==> src/rtl/cv32e40x_rf_write_merger.sv <==
// Merges in-order WB writes and buffered EXT (eXtension) results onto the two RF write ports.
// Latency: WB 0 cycles; EXT >=1 cycle, or 0 with CV32E40X_RF_MERGE_BYPASS_EN defined and the FIFO empty.
// Backpressure: WB never stalls; EXT ready while FIFO not full; the head yields to WB on collisions.
module cv32e40x_rf_write_merger #(
  parameter int DEPTH = 2
) (
  input  logic             clk,
  input  logic             rst,
  input  logic             wb_valid_i,
  input  logic [4:0]       wb_addr_i,
  input  logic [31:0]      wb_data_i,
  input  logic             ext_valid_i,
  output logic             ext_ready_o,
  input  logic             ext_dual_i,
  input  logic [4:0]       ext_addr_i,
  input  logic [1:0][31:0] ext_data_i,
  output logic [1:0][4:0]  waddr_o,
  output logic [1:0][31:0] wdata_o,
  output logic [1:0]       we_o,
  output logic             dualwrite_o,
  output logic             pending_o
);

  localparam int AW = (DEPTH > 1) ? $clog2(DEPTH) : 1;
  localparam int CW = $clog2(DEPTH + 1);

  typedef struct packed {
    logic             dual;
    logic [4:0]       addr;
    logic [1:0][31:0] data;
  } ext_entry_t;

  ext_entry_t      fifo_q [DEPTH];
  logic [AW-1:0]   rd_ptr;
  logic [AW-1:0]   wr_ptr;
  logic [CW-1:0]   count;

  logic            empty;
  logic            full;
  logic            push;
  logic            pop;
  logic            wr_en;
  logic            drain;
  logic            cand_vld;
  ext_entry_t      cand;
  ext_entry_t      in_entry;

  assign empty       = (count == '0);
  assign full        = (count == CW'(DEPTH));
  assign ext_ready_o = !rst && !full;
  assign push        = ext_valid_i && ext_ready_o;
  assign in_entry    = '{dual: ext_dual_i, addr: ext_addr_i, data: ext_data_i};

`ifdef CV32E40X_RF_MERGE_BYPASS_EN
  // An empty FIFO lets the incoming result compete for the ports directly.
  assign cand_vld = !empty || push;
  assign cand     = empty ? in_entry : fifo_q[rd_ptr];
`else
  assign cand_vld = !empty;
  assign cand     = fifo_q[rd_ptr];
`endif

  always_comb begin
    drain = 1'b0;
    if (cand_vld && !rst) begin
      if (cand.dual) drain = !wb_valid_i;
      else           drain = !(wb_valid_i && (wb_addr_i == cand.addr));
    end
  end

  // A bypassed result drains without ever occupying a slot.
  assign pop   = drain && !empty;
  assign wr_en = push && !(drain && empty);

  always_comb begin
    waddr_o = '0;
    wdata_o = '0;
    we_o    = '0;
    if (!rst && wb_valid_i) begin
      we_o[0]    = 1'b1;
      waddr_o[0] = wb_addr_i;
      wdata_o[0] = wb_data_i;
    end
    if (drain) begin
      we_o[1]    = 1'b1;
      wdata_o[1] = cand.dual ? cand.data[1] : cand.data[0];
      waddr_o[1] = cand.dual ? {cand.addr[4:1], 1'b1} : cand.addr;
      if (cand.dual) begin
        we_o[0]    = 1'b1;
        waddr_o[0] = {cand.addr[4:1], 1'b0};
        wdata_o[0] = cand.data[0];
      end
    end
    // x0 is hardwired; suppress and clear any port aimed at it.
    for (int i = 0; i < 2; i++) begin
      if (waddr_o[i] == 5'd0) begin
        we_o[i]    = 1'b0;
        wdata_o[i] = '0;
      end
    end
  end

  assign dualwrite_o = we_o[1];
  assign pending_o   = !rst && !empty;

  always_ff @(posedge clk) begin
    if (rst) begin
      rd_ptr <= '0;
      wr_ptr <= '0;
      count  <= '0;
    end else begin
      if (wr_en) begin
        fifo_q[wr_ptr] <= in_entry;
        wr_ptr         <= wr_ptr + AW'(1);
      end
      if (pop) rd_ptr <= rd_ptr + AW'(1);
      case ({wr_en, pop})
        2'b10:   count <= count + CW'(1);
        2'b01:   count <= count - CW'(1);
        default: count <= count;
      endcase
    end
  end

endmodule

==> config.mk <==
export PLATFORM = sky130hd
export DESIGN_NAME = cv32e40x_rf_write_merger
export DESIGN_NICKNAME = d
export VERILOG_FILES = /design/src/rtl/cv32e40x_rf_write_merger.sv
export SDC_FILE = /design/constraint.sdc
export NUM_CORES = 1
export LEC_CHECK = 0
export ABC_AREA = 1
export CELL_PAD_IN_SITES_DETAIL_PLACEMENT = 0
export CELL_PAD_IN_SITES_GLOBAL_PLACEMENT = 1
export CORE_MARGIN = 5
export CORE_UTILIZATION = 33
export CTS_CLUSTER_DIAMETER = 40
export DETAILED_ROUTE_END_ITERATION = 10
export PLACE_DENSITY = 0.76
export SLEW_MARGIN = 20
export SYNTH_ARGS = -nofsm -noshare
export SYNTH_HDL_FRONTEND = slang
export SYNTH_SLANG_ARGS = --single-unit
export TNS_END_PERCENT = 5
==> constraint.sdc <==
create_clock -name clk -period 4.9 [get_ports clk]
set_clock_uncertainty 0.2 [all_clocks]
set_input_delay 0.98 -clock clk [delete_from_list [all_inputs] [get_ports clk]]
set_output_delay 0.98 -clock clk [all_outputs]
set_load 0.01 [all_outputs]
==> flow_summary.json, run 1 <==
{
  "outcome": "finished, final reports clean",
  "grt_util_all_layers": 0.165,
  "hold_path_depth": 2,
  "synth-xor-area-share": 0,
  "muxShareOfSynthArea": 0.00150,
  "grt_pass1_vias": 5323,
  "grt-ovfl-total": 0,
  "hold_violations": 0,
  "drive_gt1_frac": 0.0893,
  "ys_types": 30,
  "endpoint_kind": "primary output",
  "crit_path_start": "wb_valid_i",
  "timing.final.crit_period_ns": 4.65,
  "fin_total_pwr_uw": 3180,
  "crit_required_ns": 3.72,
  "max_freq_mhz": 215,
  "synth-seq-area-share": 0.644,
  "grt_max_degree": 66,
  "hold_class": "flip-flop to flip-flop",
  "cp-start-kind": "input pin",
  "setup_viol_count_final": 0,
  "die_width_um": 152,
  "antenna_found_initial": 0,
  "drt-vias-per-instance": 4.59,
  "avgSynthCellArea_um2": 9.94,
  "netlist_instances": 673,
  "yosysWarnings": 0,
  "clk_latency_ns": 0.41,
  "post-cts-setup-buffers": 0,
  "worstPathMaxFanout": 15,
  "regToRegSetupSlack_ns": 2.41,
  "gp_congestion": 0.803,
  "drt-pass1-iter-count": 6,
  "io_buffer_count": 189,
  "post-route-util": 0.469,
  "power_leakage_uw": 0.00358,
  "power.density_nw_per_um2": 337,
  "slew_headroom": 0.531,
  "synth_compound_area_frac": 0.0754,
  "worst_pin_slew_ns": 0.704,
  "worstHoldStart": "rd_ptr",
  "max-cap-violations": 0,
  "io_pins": 190,
  "cts.sinks": 145,
  "drt_iter0_drc": 326,
  "ys_seq_elements": 145,
  "period_share": 0.948,
  "via_count": 5244,
  "clockRootBuffer": "clkbuf_16",
  "h-tree-depth": 4,
  "rows": 52,
  "path_class": "input pin to primary output",
  "yosys.area_share.adder": 0.00187,
  "yosys.area_share.simple": 0.231,
  "worst-r2r-cell-count": 14,
  "clkTransAtPathRegs_ns": 0.06,
  "start_util": 0.333,
  "wl_per_cell_um": 16.6,
  "reg2reg_to": "count[1]",
  "grt_first_pass_wirelength_mm": 29.8,
  "area_delta_synth_final_pct": 41.0,
  "post-dp-hpwl_mm": 13.3,
  "arrival_ns": 3.47,
  "routed_wl_mm": 19.0,
  "fillers": 1895,
  "dieArea_um2": 23200,
  "syn_nets": 785,
  "tritoncts": "built",
  "ctsLongestPathBuffers": 2,
  "synth_top_family_by_area": "simple AND/OR/NAND/NOR gates",
  "ir_drop_uv": 230,
  "rsz0062_at_grt": "no",
  "fp.dieH_um": 152,
  "final_max_slew_viol_count": 0,
  "fin_nets": 972,
  "drtAntennaViolNets": 0,
  "drc": 0,
  "cts-buffers-inserted": 17,
  "core_um2": 20100,
  "syn-cell-area_um2": 6690,
  "antenna_cells": 0
}
cell usage in the layout (no fill, tap or decap), types with 3 or more instances in the layout:
cell,synthesis,final
nand3_1,40,40
inv_2,3,3
o21ai_2,3,3
nand2_1,265,264
clkdlybuf4s50_1,0,189
dfxtp_1,5,4
nor2_2,11,10
edfxtp_1,140,140
nor2_4,2,5
a21oi_1,4,4
o21ai_0,51,51
clkbuf_16,0,17
a22oi_1,15,15
inv_6,0,3
buf_4,2,14
nor2_1,54,52
nand2_2,2,3
inv_1,27,27
clkinvlp_4,0,4
flip-flops by register name, indices dropped and copies added, names as in the netlist, named ones only:
name	flops
fifo_q	140
rd_ptr	1
count	2
wr_ptr	1
where the power goes:
part           switching [µW]  leakage, µW  internal, µW
clock                     494     0.000255           697
combinational             317      0.00200           236
sequential               15.3      0.00133          1420
critical path, cell delays in order:
cell	delay, ns
clkdlybuf4s50_1	0.58
inv_2	0.10
nor2_4	0.31
inv_1	0.19
o21ai_2	0.25
nor2_4	0.08
buf_4	0.20
a22oi_1	0.20
clkdlybuf4s50_1	0.58
routing by layer:
| metal | up-vias | track usage | share of wire |
|---|---|---|---|
| met5 | - | 0 | 0 |
| met4 | 0 | 0.0462 | 0.011 |
| met3 | 13 | 0.0565 | 0.075 |
| met2 | 166 | 0.262 | 0.47 |
| met1 | 2429 | 0.216 | 0.45 |
| li1 | 2636 | - | - |
cell type report:
| class | instances | area, µm² | area share |
|---|---|---|---|
| clock inverters | 13 | 113 | 0.0119 |
| repair buffers | 205 | 2020 | 0.214 |
| clock buffers | 19 | 433 | 0.0459 |
| multi-input cells | 459 | 2100 | 0.222 |
| flip-flops and latches | 145 | 4310 | 0.457 |
| inverters | 32 | 125 | 0.0133 |
| well taps | 270 | 338 | 0.0358 |
cells by family (layout without fill, tap and decap cells):
family / count (synthesis) / count (layout)
AO/OA/AOI/OAI: 78 / 78
adder cells (fa/ha/maj): 1 / 1
flip-flops: 145 / 145
buffers and inverters: 69 / 269
AND/OR/NAND/NOR: 379 / 379
multiplexers: 1 / 1
cells in the mapped netlist:
master | instances | area, µm²
a21oi_1 | 4 | 20.0
a22oi_4 | 1 | 21.3
buf_1 | 2 | 7.51
mux2i_1 | 1 | 10.0
nand2_1 | 265 | 995
inv_1 | 27 | 101
clkbuf_1 | 23 | 86.3
ha_1 | 1 | 12.5
inv_2 | 3 | 11.3
a21oi_2 | 1 | 8.76
edfxtp_1 | 140 | 4200
a22oi_1 | 15 | 113
buf_6 | 4 | 45.0
nand3_4 | 1 | 17.5
buf_2 | 6 | 30.0
o41ai_4 | 1 | 27.5
o21ai_2 | 3 | 26.3
nor2_4 | 2 | 22.5
nand3_1 | 40 | 200
nor2_1 | 54 | 203
buf_4 | 2 | 15.0
a21oi_4 | 2 | 32.5
inv_4 | 2 | 12.5
o21ai_0 | 51 | 255
nand2_4 | 1 | 11.3
nand2_2 | 2 | 12.5
nor2_2 | 11 | 68.8
nor3b_1 | 1 | 7.51
dfxtp_1 | 5 | 100
nor3_1 | 2 | 10.0
worst max path at each step:
stage	to	slack, ns	depth (start not counted)
after detailed placement	wdata_o[12]	0.26	9
final	wdata_o[12]	0.25	9
after global routing	wdata_o[12]	0.08	12
after global placement	wdata_o[15]	0.25	10
after floorplan	fifo_q[0][0]	-0.31	4
after CTS	wdata_o[12]	0.16	12
what timing repair did:
action                     CTS  global route
hold buffers                 0             0
setup endpoints to repair    0            13
gates resized for setup      0             1
per-stage QoR:
stage               setup TNS [ns]  hold slack (ns)  std cells  instance area [µm²]  worst slack, ns
floorplan                   -21.98            0.267        673                 6690           -0.314
global placement                 0            0.272       1110                 8870            0.252
detailed placement               0            0.279       1110                 8870            0.259
CTS                              0            0.288       1142                 9420            0.159
global route                     0            0.311       1143                 9430           0.0809
finish                           0            0.288       1143                 9430            0.253
(Power assumes the default switching activity.)
==> run 2: changes to the inputs <==
- CTS_BUF_LIST: default -> sky130_fd_sc_hd__clkbuf_16
==> run 2 against run 1 <==
Hold slack about the same. Die area unchanged. Flip-flop and latch count unchanged. Largest cell class unchanged. First-iteration DRC count unchanged. Utilization unchanged. Via count increased by 0.31%. Design area unchanged. Register-to-register slack about the same. Clock-buffer cell count decreased by 2. Critical endpoint unchanged. Clock power about the same. Critical path type unchanged. Highest routed layer unchanged.
==> flow_summary.json, run 2 (synthesis gave the netlist of run 1 again) <==
{
  "top_register": "fifo_q",
  "rsz0062_at_grt": "no",
  "clk_latency_ns": 0.41,
  "grt-ovfl-total": 0,
  "slew_headroom": 0.530,
  "max_freq_mhz": 215,
  "post-dp-hpwl_mm": 13.3,
  "cp-start-kind": "input pin",
  "drt_iter0_drc": 326,
  "final_common_cell": "nand2_1",
  "max-cap-violations": 0,
  "drive_gt1_frac": 0.0893,
  "wl_met3_mm": 1.41,
  "gp_congestion": 0.803,
  "critPathMaxStageDelay_ns": 0.58,
  "period_share": 0.948,
  "fin_nets": 972,
  "antenna_cells": 0,
  "post-route-util": 0.469,
  "routed_wl_mm": 19.0,
  "cp_cell_sequence": "clkdlybuf4s50_1 -> inv_2 -> nor2_4 -> inv_1 -> o21ai_2 -> nor2_4 -> buf_4 -> a22oi_1 -> clkdlybuf4s50_1",
  "grt_first_pass_wirelength_mm": 29.8,
  "area_delta_synth_final_pct": 41.0,
  "fp.dieH_um": 152,
  "clockRootBuffer": "clkbuf_16",
  "clkTransAtPathRegs_ns": 0.06,
  "worstHoldStart": "rd_ptr",
  "cp_slowest_cell": "clkdlybuf4s50_1",
  "tritoncts": "built",
  "worst_pin_slew_ns": 0.705,
  "path_class": "input pin to primary output",
  "wl_met1_mm": 8.53,
  "outcome": "finished, final reports clean",
  "via_count": 5260,
  "layout_common_cells": "nand2_1 (264), clkdlybuf4s50_1 (189), edfxtp_1 (140)",
  "dieArea_um2": 23200,
  "fin_area_um2": 9430,
  "ir_drop_uv": 230,
  "regToRegSetupSlack_ns": 2.41,
  "setup_viol_count_final": 0,
  "intPower_uw": 2350,
  "p_seq_frac": 0.451,
  "grt_pass1_vias": 5323,
  "final_max_slew_viol_count": 0,
  "dr.max_layer_used": "met4",
  "cpLargestDelayFamily": "buffers and inverters",
  "rows": 52,
  "io_pins": 190,
  "cts.sinks": 145,
  "fin_total_pwr_uw": 3170,
  "core_um2": 20100,
  "dp_slack_ns": 0.259,
  "reg_top3": "fifo_q x140, count x2",
  "placed_area_um2": 8870,
  "p_clk_frac": 0.374,
  "crit_required_ns": 3.72,
  "swShare": 0.261,
  "holdWs_ns": 0.288,
  "fin_ws_ns": 0.253,
  "hold_path_depth": 2,
  "arrival_ns": 3.47,
  "power.density_nw_per_um2": 336,
  "wl_per_cell_um": 16.6,
  "worst-path-buf-inv": 5,
  "power_leakage_uw": 0.00359,
  "grt_max_degree": 66,
  "endpoint_kind": "primary output",
  "drtAntennaViolNets": 0,
  "reg2reg_to": "count[1]",
  "p_comb_frac": 0.174,
  "start_util": 0.333,
  "drc": 0,
  "hold_violations": 0,
  "h-tree-depth": 4,
  "timing.final.crit_period_ns": 4.65,
  "largest_register_ffs": 140,
  "worst-r2r-cell-count": 14,
  "power_switching_uw": 827,
  "ctsLongestPathBuffers": 2,
  "postCtsHoldBufs": 0,
  "drt-vias-per-instance": 4.60,
  "hold_class": "flip-flop to flip-flop",
  "post-cts-setup-buffers": 0,
  "wl_met2_mm": 8.88,
  "worstPathMaxFanout": 15,
  "io_buffer_count": 189,
  "antenna_found_initial": 0,
  "drt-pass1-iter-count": 6,
  "grt_util_all_layers": 0.165,
  "cts-buffers-inserted": 17,
  "die_width_um": 152
}
## run 2: worst max path at each step
stage          startpoint  slack (ns)           end  cells past startpoint
2_1_floorplan         rst       -0.31  fifo_q[0][0]                      4
3_3_place_gp          rst        0.25   wdata_o[15]                     10
3_5_place_dp   wb_valid_i        0.26   wdata_o[12]                      9
4_1_cts         flip-flop        0.16   wdata_o[12]                     12
5_1_grt         flip-flop        0.08   wdata_o[12]                     12
6_report       wb_valid_i        0.25   wdata_o[12]                      9
## run 2: worst reg2reg max path: cells and delay by family, from the launching register on
kind / cells / cell delay [ns]
AND/OR/NAND/NOR: 10 / 0.84
flip-flops: 1 / 0.48
AO/OA/AOI/OAI: 1 / 0.09
adder cells (fa/ha/maj): 1 / 0.31
buffers and inverters: 2 / 0.49
## run 2: layout make-up
class                           instances  area (µm²)
Clock buffer                           17         425
Clock inverter                         15         120
Fill cell                            1895       10700
Inverter                               32         125
Multi-Input combinational cell        459        2100
Sequential cell                       145        4310
Tap cell                              270         338
Timing Repair Buffer                  205        2020
## run 2: through the flow
| step | std cells | TNS (ns) |
|---|---|---|
| 2_1_floorplan | 673 | -21.98 |
| 3_3_place_gp | 1110 | 0 |
| 3_5_place_dp | 1110 | 0 |
| 4_1_cts | 1142 | 0 |
| 5_1_grt | 1143 | 0 |
| 6_report | 1143 | 0 |
## run 2: repair_timing
item	CTS	global route
endpoints found under the hold margin	0	0
gates resized for setup	0	1
endpoints found under the setup margin	0	13
## run 2: power by group through the flow
stage / clock (µW) / combinational [µW] / sequential [µW]
after floorplan: 0 / 280 / 1460
after global placement: 0 / 557 / 1460
after CTS: 1210 / 563 / 1430
after global routing: 1270 / 614 / 1440
final: 1190 / 553 / 1430
after detailed placement: 0 / 560 / 1460
## run 2: routing by layer
metal / up-vias / track usage
li1: 2636 / -
met1: 2440 / 0.216
met2: 171 / 0.262
met3: 13 / 0.0565
met4: 0 / 0.0462
met5: - / 0
==> run 3: changes to the inputs <==
- RECOVER_POWER: default -> 25
- REMOVE_ABC_BUFFERS: default -> 1
==> run 3 against run 2 <==
Die area unchanged. Utilization increased by 0.52 points. Global-route usage decreased by 0.69 points. Combinational power decreased by 3%. Via count decreased by 0.40%. Critical path type unchanged. Largest cell class unchanged.
==> flow_summary.json, run 3 (synthesis gave the netlist of run 1 again) <==
{
  "drt_iter0_drc": 300,
  "post-route-util": 0.474,
  "holdWs_ns": 0.287,
  "drt-vias-per-instance": 4.57,
  "worstPathMaxFanout": 18,
  "antenna_found_initial": 1,
  "final_max_slew_viol_count": 0,
  "dp_slack_ns": 0.431,
  "drc": 0,
  "post-cts-setup-buffers": 0,
  "worst_pin_slew_ns": 0.611,
  "tritoncts": "built",
  "power.density_nw_per_um2": 352,
  "fin_ws_ns": 0.426,
  "dieArea_um2": 23200,
  "critPathMaxStageDelay_ns": 0.60,
  "reg2reg_to": "count[1]",
  "grt_pass1_vias": 5146,
  "max-cap-violations": 0,
  "cts.sinks": 145,
  "gp_congestion": 0.817,
  "io_pins": 190,
  "setup_viol_count_final": 0,
  "cpLargestDelayFamily": "buffers and inverters",
  "largest_register_ffs": 140,
  "period_share": 0.913,
  "post-dp-hpwl_mm": 12.7,
  "timing.final.crit_period_ns": 4.47,
  "worst-path-buf-inv": 4,
  "crit_required_ns": 3.72,
  "grt_max_degree": 45,
  "drt-pass1-iter-count": 4,
  "crit_path_start": "rst",
  "fin_nets": 974,
  "endpoint_kind": "primary output",
  "top_register": "fifo_q",
  "cts-buffers-inserted": 17,
  "start_util": 0.333,
  "rsz0062_at_grt": "no",
  "path_class": "input pin to primary output",
  "io_buffer_count": 189,
  "worst-r2r-cell-count": 13,
  "hold_violations": 0,
  "cts_resized": 0,
  "area_delta_synth_final_pct": 42.6,
  "ctsLongestPathBuffers": 2,
  "drive_gt1_frac": 0.0914,
  "grt-ovfl-total": 0,
  "via_count": 5239,
  "core_um2": 20100,
  "ir_drop_uv": 246,
  "regToRegSetupSlack_ns": 2.18,
  "cp_slowest_cell": "clkdlybuf4s50_1",
  "layout_common_cells": "nand2_1 (264), clkdlybuf4s50_1 (143), edfxtp_1 (140)",
  "drtAntennaViolNets": 0,
  "clockRootBuffer": "clkbuf_16",
  "slew_headroom": 0.592,
  "h-tree-depth": 4,
  "cp_cell_sequence": "clkdlybuf4s50_1 -> a21oi_4 -> nand3_4 -> inv_4 -> nand2_1 -> o21ai_2 -> nor2_4 -> buf_4 -> a22oi_1 -> clkdlybuf4s50_1",
  "fin_total_pwr_uw": 3360,
  "rows": 52,
  "outcome": "finished, final reports clean",
  "routed_wl_mm": 18.5,
  "reg_top3": "fifo_q x140, count x2",
  "crit_end": "wdata_o[9]",
  "grt_util_all_layers": 0.158,
  "cp.depth": 10,
  "power_leakage_uw": 0.00365,
  "max_freq_mhz": 224,
  "clk_latency_ns": 0.41,
  "cp-start-kind": "input pin",
  "worstHoldStart": "rd_ptr",
  "postCtsHoldBufs": 0,
  "cpMostUsedCell": "clkdlybuf4s50_1",
  "wl_per_cell_um": 16.1,
  "die_width_um": 152,
  "final_common_cell": "nand2_1",
  "grt_first_pass_wirelength_mm": 28.6,
  "arrival_ns": 3.29,
  "clkTransAtPathRegs_ns": 0.05,
  "hold_class": "flip-flop to flip-flop",
  "fp.dieH_um": 152
}
[run 3: cell types whose count changed in the layout (fill, tap and decap cells not counted), sizes merged]
cell,previous run,this run
diode,0,1
inv,37,35
bufinv,1,5
dlygate4sd3,0,46
clkinvlp,4,2
buf,16,18
clkdlybuf4s50,189,143
[run 3: stage by stage]
stage               instance area [µm²]  TNS (ns)  cells
floorplan                          6500    -89.83    636
global placement                   8890         0   1113
detailed placement                 8890         0   1113
CTS                                9530         0   1145
global route                       9540         0   1146
finish                             9540         0   1146
[run 3: layout make-up]
| cell class | count | area [µm²] |
|---|---|---|
| repair buffers | 207 | 2030 |
| inverters | 32 | 125 |
| well taps | 270 | 338 |
| clock buffers | 17 | 425 |
| multi-input cells | 459 | 2100 |
| flip-flops and latches | 145 | 4310 |
| clock inverters | 15 | 215 |
| diodes | 1 | 2.50 |
| fillers | 1842 | 10600 |
[run 3: worst min-delay path by stage]
stage | to | slack [ns] | cells after the start
after global placement | flip-flop | 0.28 | 2
after CTS | flip-flop | 0.29 | 2
after global routing | flip-flop | 0.33 | 2
final | flip-flop | 0.29 | 2
after floorplan | flip-flop | 0.26 | 2
after detailed placement | flip-flop | 0.28 | 2
[run 3: routing by layer]
metal / global-route usage / share of wire / vias to the layer above
li1: - / - / 2642
met1: 0.202 / 0.45 / 2451
met2: 0.263 / 0.48 / 124
met3: 0.0392 / 0.052 / 22
met4: 0.0539 / 0.019 / 0
met5: 0 / 0 / -
[run 3: where the power goes]
| part | switching (µW) | internal (µW) | total, µW | leakage (µW) |
|---|---|---|---|---|
| combinational | 306 | 229 | 535 | 0.00202 |
| sequential | 15.3 | 1420 | 1430 | 0.00133 |
| clock | 492 | 900 | 1390 | 0.000308 |
| total | 814 | 2550 | 3360 | 0.00365 |
[run 3: worst register-to-register path, cell delays in order, from the launching register on]
cell	delay, ns
dfxtp_2	0.48
buf_4	0.41
nand2_1	0.12
nand2_2	0.13
buf_4	0.28
inv_1	0.09
nand2_1	0.13
a21oi_4	0.09
ha_1	0.32
inv_1	0.08
nand2_1	0.07
nor2_1	0.09
nor2_1	0.05
nor3_1	0.11
